`config.mk`:
```
export PLATFORM = sky130hd
export DESIGN_NAME = urx_flat
export DESIGN_NICKNAME = d
export VERILOG_FILES = /design/src/rtl/urx_if.sv /design/src/rtl/urx.sv /design/src/flat_wrapper.sv
export SDC_FILE = /design/constraint.sdc
export NUM_CORES = 1
export LEC_CHECK = 0
export ABC_AREA = 0
export CAP_MARGIN = 40
export CORE_ASPECT_RATIO = 1.2
export CORE_MARGIN = 2
export CORE_UTILIZATION = 30
export DETAILED_ROUTE_END_ITERATION = 8
export GPL_ROUTABILITY_DRIVEN = 0
export PLACE_DENSITY_LB_ADDON = 0.15
export SYNTH_ARGS = -nofsm -noshare
export SYNTH_HDL_FRONTEND = slang
export SYNTH_SLANG_ARGS = --single-unit
```
`constraint.sdc`:
```
create_clock -name i_Clock -period 7.4 [get_ports i_Clock]
set_input_delay 1.48 -clock i_Clock [delete_from_list [all_inputs] [get_ports i_Clock]]
set_output_delay 1.48 -clock i_Clock [all_outputs]
set_load 0.01 [all_outputs]
```
`src/rtl/urx_if.sv`:
```
// Serial-line and received-data signals of the urx UART receiver.
// The slave modport is the receiver; the master modport is whatever drives the line and consumes bytes.
interface urx_if;
    logic       i_Rx_Serial;
    logic [1:0] baud_select;
    logic       o_Rx_DV;
    logic [7:0] o_Rx_Byte;
    logic       o_Rx_Active;
    logic       o_Framing_Err;

    modport master (
        output i_Rx_Serial,
        output baud_select,
        input  o_Rx_DV,
        input  o_Rx_Byte,
        input  o_Rx_Active,
        input  o_Framing_Err
    );

    modport slave (
        input  i_Rx_Serial,
        input  baud_select,
        output o_Rx_DV,
        output o_Rx_Byte,
        output o_Rx_Active,
        output o_Framing_Err
    );
endinterface

```
`src/rtl/urx.sv`:
```
// UART receiver for 8N1 frames, LSB first, with a selectable bit period.
// The line is sampled mid-bit; a low stop bit raises a one-cycle framing error instead of a valid strobe.
module urx #(
    parameter int CLKS_PER_BIT_9600  = 1042,
    parameter int CLKS_PER_BIT_19200 = 521,
    parameter int CLKS_PER_BIT_38400 = 261,
    parameter int CLKS_PER_BIT_57600 = 174
) (
    input  logic  i_Clock,
    input  logic  i_Rst_n,
    urx_if.slave  bus
);

    typedef enum logic [2:0] {
        S_IDLE,
        S_START,
        S_DATA,
        S_STOP,
        S_CLEANUP
    } state_e;

    localparam logic [10:0] PERIOD_00 = 11'(CLKS_PER_BIT_9600);
    localparam logic [10:0] PERIOD_01 = 11'(CLKS_PER_BIT_19200);
    localparam logic [10:0] PERIOD_10 = 11'(CLKS_PER_BIT_38400);
    localparam logic [10:0] PERIOD_11 = 11'(CLKS_PER_BIT_57600);

    state_e      state_q,  state_d;
    logic [1:0]  sync_q,   sync_d;
    logic [10:0] period_q, period_d;
    logic [10:0] cnt_q,    cnt_d;
    logic [2:0]  idx_q,    idx_d;
    logic [7:0]  shift_q,  shift_d;
    logic [7:0]  byte_q,   byte_d;
    logic        dv_q,     dv_d;
    logic        err_q,    err_d;
    logic        active_q, active_d;

    logic        rx;
    logic [10:0] period_sel;
    logic [10:0] half;

    assign rx   = sync_q[1];
    assign half = period_q >> 1;

    always_comb begin
        case (bus.baud_select)
            2'b00:   period_sel = PERIOD_00;
            2'b01:   period_sel = PERIOD_01;
            2'b10:   period_sel = PERIOD_10;
            default: period_sel = PERIOD_11;
        endcase
    end

    // NOTE: every signal written here gets a default first, so no path leaves one unassigned and no latch is inferred.
    always_comb begin
        state_d  = state_q;
        sync_d   = {sync_q[0], bus.i_Rx_Serial};
        period_d = period_q;
        cnt_d    = cnt_q;
        idx_d    = idx_q;
        shift_d  = shift_q;
        byte_d   = byte_q;
        dv_d     = 1'b0;
        err_d    = 1'b0;
        active_d = active_q;

        case (state_q)
            S_IDLE: begin
                cnt_d    = '0;
                idx_d    = '0;
                active_d = 1'b0;
                if (!rx) begin
                    // The bit period is frozen per frame so a mid-frame select change cannot skew sampling.
                    state_d  = S_START;
                    active_d = 1'b1;
                    period_d = period_sel;
                end
            end

            S_START: begin
                if (cnt_q == half - 11'd1) begin
                    cnt_d = '0;
                    if (!rx) begin
                        state_d = S_DATA;
                    end else begin
                        state_d  = S_IDLE;
                        active_d = 1'b0;
                    end
                end else begin
                    cnt_d = cnt_q + 11'd1;
                end
            end

            S_DATA: begin
                if (cnt_q == period_q - 11'd1) begin
                    cnt_d          = '0;
                    shift_d[idx_q] = rx;
                    if (idx_q == 3'd7) begin
                        idx_d   = '0;
                        state_d = S_STOP;
                    end else begin
                        idx_d = idx_q + 3'd1;
                    end
                end else begin
                    cnt_d = cnt_q + 11'd1;
                end
            end

            S_STOP: begin
                if (cnt_q == period_q - 11'd1) begin
                    cnt_d   = '0;
                    state_d = S_CLEANUP;
                    if (rx) begin
                        byte_d = shift_q;
                        dv_d   = 1'b1;
                    end else begin
                        err_d = 1'b1;
                    end
                end else begin
                    cnt_d = cnt_q + 11'd1;
                end
            end

            S_CLEANUP: begin
                active_d = 1'b0;
                state_d  = S_IDLE;
            end

            default: begin
                state_d  = S_IDLE;
                cnt_d    = '0;
                idx_d    = '0;
                active_d = 1'b0;
            end
        endcase
    end

    // NOTE: state is updated with non-blocking assignments so every flop samples pre-edge values.
    always_ff @(posedge i_Clock or negedge i_Rst_n) begin
        if (!i_Rst_n) begin
            state_q  <= S_IDLE;
            sync_q   <= 2'b11;
            period_q <= '0;
            cnt_q    <= '0;
            idx_q    <= '0;
            shift_q  <= '0;
            byte_q   <= '0;
            dv_q     <= 1'b0;
            err_q    <= 1'b0;
            active_q <= 1'b0;
        end else begin
            state_q  <= state_d;
            sync_q   <= sync_d;
            period_q <= period_d;
            cnt_q    <= cnt_d;
            idx_q    <= idx_d;
            shift_q  <= shift_d;
            byte_q   <= byte_d;
            dv_q     <= dv_d;
            err_q    <= err_d;
            active_q <= active_d;
        end
    end

    assign bus.o_Rx_DV       = dv_q;
    assign bus.o_Rx_Byte     = byte_q;
    assign bus.o_Rx_Active   = active_q;
    assign bus.o_Framing_Err = err_q;

endmodule

```
`src/flat_wrapper.sv`:
```
// flat-port wrapper written by rule: the top's interface ports become plain ports
module urx_flat 
#(
    parameter int CLKS_PER_BIT_9600  = 1042,
    parameter int CLKS_PER_BIT_19200 = 521,
    parameter int CLKS_PER_BIT_38400 = 261,
    parameter int CLKS_PER_BIT_57600 = 174
)
  (i_Clock, i_Rst_n, bus_i_Rx_Serial, bus_baud_select, bus_o_Rx_DV, bus_o_Rx_Byte, bus_o_Rx_Active, bus_o_Framing_Err);
  urx_if bus_i ();
  input  logic i_Clock;
  input  logic i_Rst_n;
  input wire logic [$bits(bus_i.i_Rx_Serial)-1:0] bus_i_Rx_Serial;
  input wire logic [$bits(bus_i.baud_select)-1:0] bus_baud_select;
  output wire logic [$bits(bus_i.o_Rx_DV)-1:0] bus_o_Rx_DV;
  output wire logic [$bits(bus_i.o_Rx_Byte)-1:0] bus_o_Rx_Byte;
  output wire logic [$bits(bus_i.o_Rx_Active)-1:0] bus_o_Rx_Active;
  output wire logic [$bits(bus_i.o_Framing_Err)-1:0] bus_o_Framing_Err;
  assign bus_i.i_Rx_Serial = bus_i_Rx_Serial;
  assign bus_i.baud_select = bus_baud_select;
  assign bus_o_Rx_DV = bus_i.o_Rx_DV;
  assign bus_o_Rx_Byte = bus_i.o_Rx_Byte;
  assign bus_o_Rx_Active = bus_i.o_Rx_Active;
  assign bus_o_Framing_Err = bus_i.o_Framing_Err;
  urx #(.CLKS_PER_BIT_9600(CLKS_PER_BIT_9600), .CLKS_PER_BIT_19200(CLKS_PER_BIT_19200), .CLKS_PER_BIT_38400(CLKS_PER_BIT_38400), .CLKS_PER_BIT_57600(CLKS_PER_BIT_57600)) u_core (.i_Clock(i_Clock), .i_Rst_n(i_Rst_n), .bus(bus_i));
endmodule
```
==> results of run 1 <==
-- synthesized netlist by cell type, types with 2 or more instances --
cell      instances  area share [%]
a21o_1            4             1.1
or3_1             2            0.46
mux2_2           20             8.2
inv_1             9             1.2
nor3_2            2            0.73
nor2b_1           6             1.4
clkbuf_1         14             1.9
nand4_1           2            0.46
nor4_1            2            0.46
xor2_1            9             2.9
a211o_1           4             1.3
nor3_1            9             1.6
dfstp_2           2             1.9
nand3b_1          2            0.55
nand2b_1          5             1.1
a21oi_1           4            0.73
buf_6             4             1.6
nand3_1           5            0.92
o21ai_0          22             4.0
nand2_1          15             2.1
o41ai_1           2            0.64
xnor2_1          13             4.2
buf_1             2            0.27
ha_1              9             4.1
mux2i_1           4             1.5
dfrtp_1          44              40
buf_2             3            0.55
and4_1            3            0.96
nor2_1           16             2.2
and3_1            7             1.6
nor3b_1           4             1.1
-- sequential cells by signal (all words and copies together) (netlist names) --
| register | flops |
|---|---|
| u_core.bus.o_Rx_Byte | 8 |
| u_core.bus.o_Framing_Err | 1 |
| u_core.idx_q | 3 |
| u_core.shift_q | 8 |
| u_core.state_q | 3 |
| u_core.sync_q | 2 |
| u_core.cnt_q | 11 |
| u_core.bus.o_Rx_DV | 1 |
| u_core.period_q | 8 |
| u_core.bus.o_Rx_Active | 1 |
-- cells in the final DEF (no fill, tap or decap), types with 2 or more instances in the layout --
cell type         n
o41ai_1           2
mux2i_1           4
and4_1            3
o21ai_0          22
a21o_1            4
nor3b_1           4
dfstp_2           2
nor3_2            2
a21oi_1           4
clkdlybuf4s50_1  14
xor2_1            9
mux2_2           20
buf_4             2
nor4_1            2
nand2_1          15
inv_1             9
nor2_1           16
nor3_1            9
or3_1             2
nand4_1           2
nand3_1           5
nand3b_1          2
dfrtp_1          44
ha_1              9
clkbuf_8          5
xnor2_1          13
nand2b_1          5
nor2b_1           6
a211o_1           4
and3_1            7
-- per-layer routing --
layer  track usage, %  vias up
li1                 -      943
met1             14.7      928
met2             25.1       17
met3             2.02        4
met4             4.22        0
met5                0        -
-- final timing paths --
path	startpoint	endpoint	cells past startpoint
setup / recovery	u_core.period_q[2]	u_core.cnt_q[6]	9
hold / removal	u_core.sync_q[0]	u_core.sync_q[1]	0
setup reg to reg	u_core.period_q[2]	u_core.cnt_q[6]	9
hold reg to reg	u_core.sync_q[0]	u_core.sync_q[1]	0
max in group asynchronous	i_Rst_n	u_core.idx_q[0]	2
min in group asynchronous	i_Rst_n	u_core.cnt_q[10]	2
-- final cells by class --
type / count / area (um^2) / share of cell area (%)
clock inverter: 3 / 43.8 / 1.45
sequential: 46 / 1150 / 38.1
clock buffer: 5 / 68.8 / 2.27
inverter: 9 / 33.8 / 1.12
timing repair buffer: 17 / 160 / 5.29
tap: 120 / 150 / 4.96
multi-input combinational: 192 / 1420 / 46.8
-- worst reg2reg max path: stages, from the launching register on --
cell     delay (ns)
dfrtp_1        0.44
inv_1          0.12
ha_1           0.22
or3b_2         0.53
o32ai_1        0.25
o41ai_1        0.12
nor4b_1        0.56
o32a_1         0.63
o21ai_0        0.19
mux2_2         0.28
-- stage by stage --
| stage | util (%) | setup WS, ns | instances | power, mW | cell area (um^2) |
|---|---|---|---|---|---|
| 5_1_grt | 33.9 | 3.66 | 392 | 0.989 | 3030 |
| 3_3_place_gp | 32.6 | 4.02 | 384 | 0.726 | 2910 |
| 6_report | 33.9 | 3.95 | 392 | 0.914 | 3030 |
| 3_5_place_dp | 32.6 | 3.95 | 384 | 0.728 | 2910 |
| 4_1_cts | 33.9 | 3.95 | 392 | 0.928 | 3030 |
| 2_1_floorplan | - | 4.57 | 271 | 0.657 | 2730 |
-- power by group --
| part | internal (mW) | switching, mW |
|---|---|---|
| clock network | 0.101 | 0.0921 |
| logic | 0.161 | 0.173 |
| registers | 0.293 | 0.0939 |
-- cells by family (layout without fill, tap and decap cells) --
family          Yosys count  in the layout  synth area share, %
fa+ha+maj                 9              9                 4.12
simple gates             87             87                 18.7
xor+xnor                 22             22                 7.05
compound gates           49             49                 11.8
flops                    46             46                 42.2
buf+inv                  33             34                 5.91
mux                      25             25                 10.1
==> impl_metrics.env, run 1 <==
export IMPL_timing_fmax_mhz=290
export IMPL_wl_per_cell_um=15.4
export IMPL_final_hold_violation_count=0
export IMPL_arrival_ns=3.65
export IMPL_grt_pass1_vias=2035
export IMPL_crit_chain="inv_1 -> ha_1 -> or3b_2 -> o32ai_1 -> o41ai_1 -> nor4b_1 -> o32a_1 -> o21ai_0 -> mux2_2"
export IMPL_maxCapViolations=0
export IMPL_ys_flop_type="dfrtp_1"
export IMPL_maxSlewHeadroom_pct=57.9
export IMPL_slowest_delay_ns=0.63
export IMPL_final_setup_viol_count=0
export IMPL_cts_root_buffer="clkbuf_8"
export IMPL_grt_max_degree=47
export IMPL_wl_met3_um=102
export IMPL_drt_total_wl_um=6030
export IMPL_row_count=38
export IMPL_startpoint_type="flip-flop"
export IMPL_yosysSeqAreaShare_pct=42.2
export IMPL_rsz0062_at_grt="no"
export IMPL_drive_gt1_share_pct=15.1
export IMPL_antenna_found_initial=0
export IMPL_hold_slack_ns=0.363
export IMPL_cts_resized=0
export IMPL_die_h_um=109
export IMPL_crit_type="reg -> reg"
export IMPL_area_growth_pct=10.8
export IMPL_skew_ns=0.00656
export IMPL_min_period_ns=3.45
export IMPL_synth_nets=285
export IMPL_power_density_nw_per_um2=302
export IMPL_wl_met2_um=3250
export IMPL_clk_path_buf_depth=2
export IMPL_clock_sinks=46
export IMPL_drc=0
export IMPL_post_cts_buffers=0
export IMPL_worst_path_buf_inv=1
export IMPL_drtIter0Drc=90
export IMPL_clock_latency_ns=0.30
export IMPL_cts_tree="done"
export IMPL_m1WireLength_um=2640
export IMPL_nets=285
export IMPL_port_buffers=15
export IMPL_maxSlewViolCount=0
export IMPL_async_flop_share_pct=100
export IMPL_hold_path_class="reg -> reg"
export IMPL_power_leakage_nw=1.36
export IMPL_finalCritPeriodShare_pct=46.7
export IMPL_peakVddDrop_mv=0.111
export IMPL_drt_pass1_iterations=4
export IMPL_ys_ff_latch=46
export IMPL_crit_slowest_cell="o32a_1"
export IMPL_worstPathRequired_ns=7.59
export IMPL_vias=1892
export IMPL_initial_core_util_pct=30.6
export IMPL_path_clk_slew_ns=0.09
export IMPL_h_tree_depth=2
export IMPL_postRouteAntennaNets=0
export IMPL_avgSynthCellArea_um2=10.1
export IMPL_ff2ff_setup_slack_ns=3.95
export IMPL_die_x_um=91.1
export IMPL_yosysUniqueCellTypes=53
export IMPL_status="completed"
export IMPL_grt_pass1_wl_um=10300
export IMPL_dieArea_um2=9890
export IMPL_yosysWarnings=0
export IMPL_crit_family="compound AO/OA/AOI/OAI gates"
export IMPL_syn_area_um2=2730
export IMPL_ios=16
export IMPL_hold_buffers=0
export IMPL_grt_remaining_overflow=0
export IMPL_top_layer_used="met4"
export IMPL_hpwlAfterDp_um=4300
export IMPL_antenna_cells=0
export IMPL_fp_coreArea_um2=8940
export IMPL_syn_inst=271
export IMPL_cts_buffers=5
export IMPL_tightest_slew_ns=0.631
export IMPL_worstSetupEndpointType="flip-flop"
export IMPL_fin_setup_tns_ns=0
export IMPL_fillers=954
export IMPL_synth_edff_count=0
export IMPL_path_max_fanout=19
export IMPL_globalRouteTotalUtil_pct=13.1
export IMPL_vias_per_cell=4.83
(Power assumes the default switching activity.)
==> run 2, diff against run 1 <==
==> constraint.sdc (replaced) <==
create_clock -name i_Clock -period 2.8 [get_ports i_Clock]
set_input_delay 0.56 -clock i_Clock [delete_from_list [all_inputs] [get_ports i_Clock]]
set_output_delay 0.56 -clock i_Clock [all_outputs]
set_load 0.01 [all_outputs]
==> run 2 against run 1 <==
  * Clock-buffer cell count is 2 higher
  * Critical path depth is 1 higher
  * Total power grew to 3.0 times the previous value
  * Via count is 8.1% higher
  * Critical path type unchanged
  * Largest power group is now combinational logic
==> impl_metrics.env, run 2 (synthesis results as in run 1) <==
export IMPL_power_density_nw_per_um2=821
export IMPL_skew_ns=0.0117
export IMPL_clock_latency_ns=0.31
export IMPL_largest_reg_flops=11
export IMPL_tightest_slew_ns=0.412
export IMPL_maxSlewViolCount=0
export IMPL_fin_cells=420
export IMPL_hold_buffers=0
export IMPL_ff2ff_setup_slack_ns=0.06
export IMPL_peakVddDrop_mv=0.253
export IMPL_fillers=959
export IMPL_largest_register="u_core.cnt_q"
export IMPL_cts_tree="done"
export IMPL_fp_coreArea_um2=8940
export IMPL_arrival_ns=2.93
export IMPL_hpwlAfterDp_um=4510
export IMPL_power_leakage_nw=1.52
export IMPL_timing_fmax_mhz=365
export IMPL_rsz0062_at_grt="yes"
export IMPL_layout_commonest_cell="dfrtp_1"
export IMPL_postRouteAntennaNets=0
export IMPL_path_max_fanout=5
export IMPL_vias_per_cell=4.87
export IMPL_die_h_um=109
export IMPL_grt_pass1_vias=2148
export IMPL_die_x_um=91.1
export IMPL_drt_total_wl_um=6170
export IMPL_cts_buffers=5
export IMPL_place_inst=410
export IMPL_vias=2046
export IMPL_drt_pass1_iterations=4
export IMPL_met3_usage_pct=2.30
export IMPL_final_setup_viol_count=0
export IMPL_antenna_cells=0
export IMPL_startpoint_type="flip-flop"
export IMPL_final_hold_violation_count=0
export IMPL_maxSlewHeadroom_pct=72.5
export IMPL_ios=16
export IMPL_globalRouteTotalUtil_pct=13.6
export IMPL_clk_path_buf_depth=2
export IMPL_power_mw=2.73
export IMPL_grt_util_met1_pct=15.6
export IMPL_initial_core_util_pct=30.6
export IMPL_row_count=38
export IMPL_path_clk_slew_ns=0.09
export IMPL_grt_remaining_overflow=0
export IMPL_fin_setup_tns_ns=0
export IMPL_clock_sinks=46
export IMPL_grt_max_degree=47
export IMPL_drc=0
export IMPL_antenna_found_initial=0
export IMPL_grt_util_met2_pct=25.3
export IMPL_r2r_end="u_core.shift_q[0]"
export IMPL_rr_startpoint="u_core.period_q[1]"
export IMPL_grt_pass1_wl_um=10600
export IMPL_worstSetupEndpointType="flip-flop"
export IMPL_nets=313
export IMPL_hold_path_class="in -> async"
export IMPL_grt_busiest_layer="met2"
export IMPL_reg2reg_depth=10
export IMPL_port_buffers=15
export IMPL_min_period_ns=2.74
export IMPL_h_tree_depth=2
export IMPL_wl_per_cell_um=14.7
export IMPL_worstPathRequired_ns=2.99
export IMPL_drtIter0Drc=58
export IMPL_layout_common_cells="43 x dfrtp_1, 28 x buf_4, 21 x o21ai_0"
export IMPL_cts_root_buffer="clkbuf_8"
export IMPL_status="completed"
export IMPL_crit_type="reg -> reg"
export IMPL_startpoint="u_core.period_q[1]"
export IMPL_dieArea_um2=9890
export IMPL_finalCritPeriodShare_pct=97.8
export IMPL_maxCapViolations=0
export IMPL_drive_gt1_share_pct=25.7
export IMPL_area_growth_pct=21.8
==> run 2: area by class of cell <==
cell class | instances | area [um^2] | share of cell area (%)
clock buffer | 7 | 76.3 | 2.29
clock inverter | 1 | 30.0 | 0.903
inverter | 9 | 33.8 | 1.02
multi-input combinational | 192 | 1490 | 44.7
sequential | 46 | 1150 | 34.7
tap | 120 | 150 | 4.51
timing repair buffer | 45 | 395 | 11.9
==> run 2: timing repair <==
action | CTS | global route
setup buffers | 0 | 2
resized for setup | 4 | 14
pin swaps | 2 | 4
endpoints found under the setup margin | 6 | 22
==> run 2: how the worst max path moves through the flow <==
stage | end | slack, ns | cells past startpoint
global route | u_core.shift_q[0] | -0.05 | 9
global placement | u_core.shift_q[1] | -0.007 | 9
detailed placement | u_core.cnt_q[6] | -0.03 | 10
CTS | u_core.cnt_q[6] | 0.01 | 9
finish | u_core.shift_q[0] | 0.06 | 10
floorplan | u_core.shift_q[0] | 0.008 | 10
==> run 2: through the flow <==
step	util (%)	hold WS (ns)	setup slack, ns	instance area [um^2]
2_1_floorplan	-	0.264	0.00835	2730
3_3_place_gp	35.1	0.346	-0.00679	3140
3_5_place_dp	35.1	0.347	-0.0304	3140
4_1_cts	36.4	0.240	0.00962	3250
5_1_grt	37.2	0.244	-0.0504	3330
6_report	37.2	0.216	0.0603	3330
==> run 2: worst max-delay path, cell delays in order (launching register included) <==
cell and delay [ns]:
dfrtp_1 0.39, inv_1 0.08, ha_2 0.22, nor4b_2 0.32
buf_4 0.18, xnor2_1 0.07, nor3_1 0.15, and4_4 0.29
or3b_4 0.44, nor4_4 0.17, mux2_4 0.32
==> run 2: metal layers <==
metal  vias to the layer above  share of wire [%]
met2                        15                 53
met5                         -                  0
met1                      1019                 44
met4                         0                1.6
li1                       1006                  -
met3                         6                1.7
==> run 2: report_power, final <==
| part | internal, mW | switching, mW | leakage (nW) | total (mW) |
|---|---|---|---|---|
| Combinational | 0.654 | 0.653 | 0.858 | 1.31 |
| Clock | 0.267 | 0.230 | 0.0524 | 0.498 |
| Sequential | 0.777 | 0.148 | 0.610 | 0.925 |
==> run 3, diff against run 2 <==
--- a/config.mk
+++ b/config.mk
@@ -12,6 +12,7 @@
 export CORE_UTILIZATION = 30
 export DETAILED_ROUTE_END_ITERATION = 8
 export GPL_ROUTABILITY_DRIVEN = 0
+export MAX_ROUTING_LAYER = met4
 export PLACE_DENSITY_LB_ADDON = 0.15
 export SYNTH_ARGS = -nofsm -noshare
 export SYNTH_HDL_FRONTEND = slang
==> run 3 against run 2 <==
  * Wire length about the same
  * Critical path depth stayed put
  * Via count increased by 0.34%
  * Combinational power about the same
  * Total power about the same
  * Global-route usage rose by 0.40 points
  * Utilization unchanged
  * Non-clock buffer count stayed put
  * Sequential cell count stayed put
  * Worst setup slack got worse by 0.0085 ns
  * Clock-buffer cell count unchanged
==> impl_metrics.env, run 3 (synthesis results as in run 1) <==
export IMPL_vias=2053
export IMPL_power_leakage_nw=1.52
export IMPL_grt_remaining_overflow=0
export IMPL_finalCritPeriodShare_pct=98.2
export IMPL_skew_ns=0.0117
export IMPL_die_x_um=91.1
export IMPL_peakVddDrop_mv=0.253
export IMPL_h_tree_depth=2
export IMPL_layout_commonest_cell="dfrtp_1"
export IMPL_maxSlewViolCount=0
export IMPL_clock_latency_ns=0.31
export IMPL_ios=16
export IMPL_layout_common_cells="43 x dfrtp_1, 28 x buf_4, 21 x o21ai_0"
export IMPL_drt_total_wl_um=6160
export IMPL_path_max_fanout=5
export IMPL_cts_root_buffer="clkbuf_8"
export IMPL_maxSlewHeadroom_pct=73.3
export IMPL_grt_max_degree=47
export IMPL_area_growth_pct=21.8
export IMPL_rsz0062_at_grt="yes"
export IMPL_hold_path_class="in -> async"
export IMPL_final_setup_viol_count=0
export IMPL_clock_sinks=46
export IMPL_postRouteAntennaNets=0
export IMPL_cts_tree="done"
export IMPL_port_buffers=15
export IMPL_worstPathRequired_ns=2.99
export IMPL_antenna_found_initial=0
export IMPL_wl_per_cell_um=14.7
export IMPL_antenna_cells=0
export IMPL_startpoint_type="flip-flop"
export IMPL_status="completed"
export IMPL_largest_register="u_core.cnt_q"
export IMPL_final_hold_violation_count=0
export IMPL_fin_util_pct=37.2
export IMPL_drtIter0Drc=54
export IMPL_fin_setup_tns_ns=0
export IMPL_initial_core_util_pct=30.6
export IMPL_drive_gt1_share_pct=25.7
export IMPL_nets=313
export IMPL_drt_pass1_iterations=4
export IMPL_cts_buffers=5
export IMPL_min_period_ns=2.75
export IMPL_timing_fmax_mhz=364
export IMPL_arrival_ns=2.94
export IMPL_tightest_slew_ns=0.395
export IMPL_grt_pass1_wl_um=10600
export IMPL_path_clk_slew_ns=0.08
export IMPL_clk_path_buf_depth=2
export IMPL_grt_pass1_vias=2149
export IMPL_globalRouteTotalUtil_pct=14.0
export IMPL_row_count=38
export IMPL_vias_per_cell=4.89
export IMPL_maxCapViolations=0
export IMPL_power_density_nw_per_um2=820
export IMPL_worstSetupEndpointType="flip-flop"
export IMPL_hpwlAfterDp_um=4510
export IMPL_drc=0
export IMPL_fp_coreArea_um2=8940
export IMPL_dieArea_um2=9890
export IMPL_crit_type="reg -> reg"
export IMPL_largest_reg_flops=11
export IMPL_die_h_um=109
-- run 3: power by group --
group | switching [mW] | leakage, nW | internal, mW | total, mW
registers | 0.148 | 0.610 | 0.777 | 0.925
logic | 0.652 | 0.858 | 0.654 | 1.31
clock network | 0.230 | 0.0524 | 0.267 | 0.498
-- run 3: repair_timing --
item	4_1_cts	5_1_grt
buffers inserted	0	2
endpoints found under the setup margin	6	22
pin swaps	2	4
hold buffers	0	0
resized for setup	4	14
-- run 3: path summary, 6_finish.rpt --
kind,startpoint,end,slack [ns],cells after the start
hold / removal,i_Rst_n,u_core.period_q[1],0.21,2
min in group i_Clock,u_core.sync_q[0],u_core.sync_q[1],0.36,0
hold reg to reg,u_core.sync_q[0],u_core.sync_q[1],0.36,0
setup / recovery,u_core.period_q[1],u_core.shift_q[0],0.05,10
max in group asynchronous,i_Rst_n,u_core.sync_q[0],2.30,2
setup reg to reg,u_core.period_q[1],u_core.shift_q[0],0.05,10
-- run 3: critical path, cell delays in order, from the launching register on --
cell     delay, ns
dfrtp_1       0.39
inv_1         0.08
ha_2          0.22
nor4b_2       0.32
buf_4         0.18
xnor2_1       0.07
nor3_1        0.15
and4_4        0.29
or3b_4        0.44
nor4_4        0.17
mux2_4        0.32
-- run 3: cell type report --
cell class	instances	area, um^2
clock buffers	7	76.3
clock inverters	1	30.0
fillers	959	5610
inverters	9	33.8
multi-input cells	192	1490
flip-flops and latches	46	1150
well taps	120	150
repair buffers	45	395
-- run 3: metal layers --
metal / track usage (%) / wire, um
met4: 4.87 / 97
met5: - / 0
met2: 25.3 / 3250
met1: 15.6 / 2700
met3: 2.30 / 117
-- run 3: per-stage QoR --
stage          hold slack, ns  cells  area [um^2]  setup slack, ns  power [mW]
2_1_floorplan           0.264    271         2730          0.00835        1.74
3_3_place_gp            0.346    410         3140         -0.00679        2.13
3_5_place_dp            0.347    410         3140          -0.0304        2.13
4_1_cts                 0.240    418         3250          0.00962        2.66
5_1_grt                 0.244    420         3330          -0.0504        2.95
6_report                0.214    420         3330           0.0517        2.73
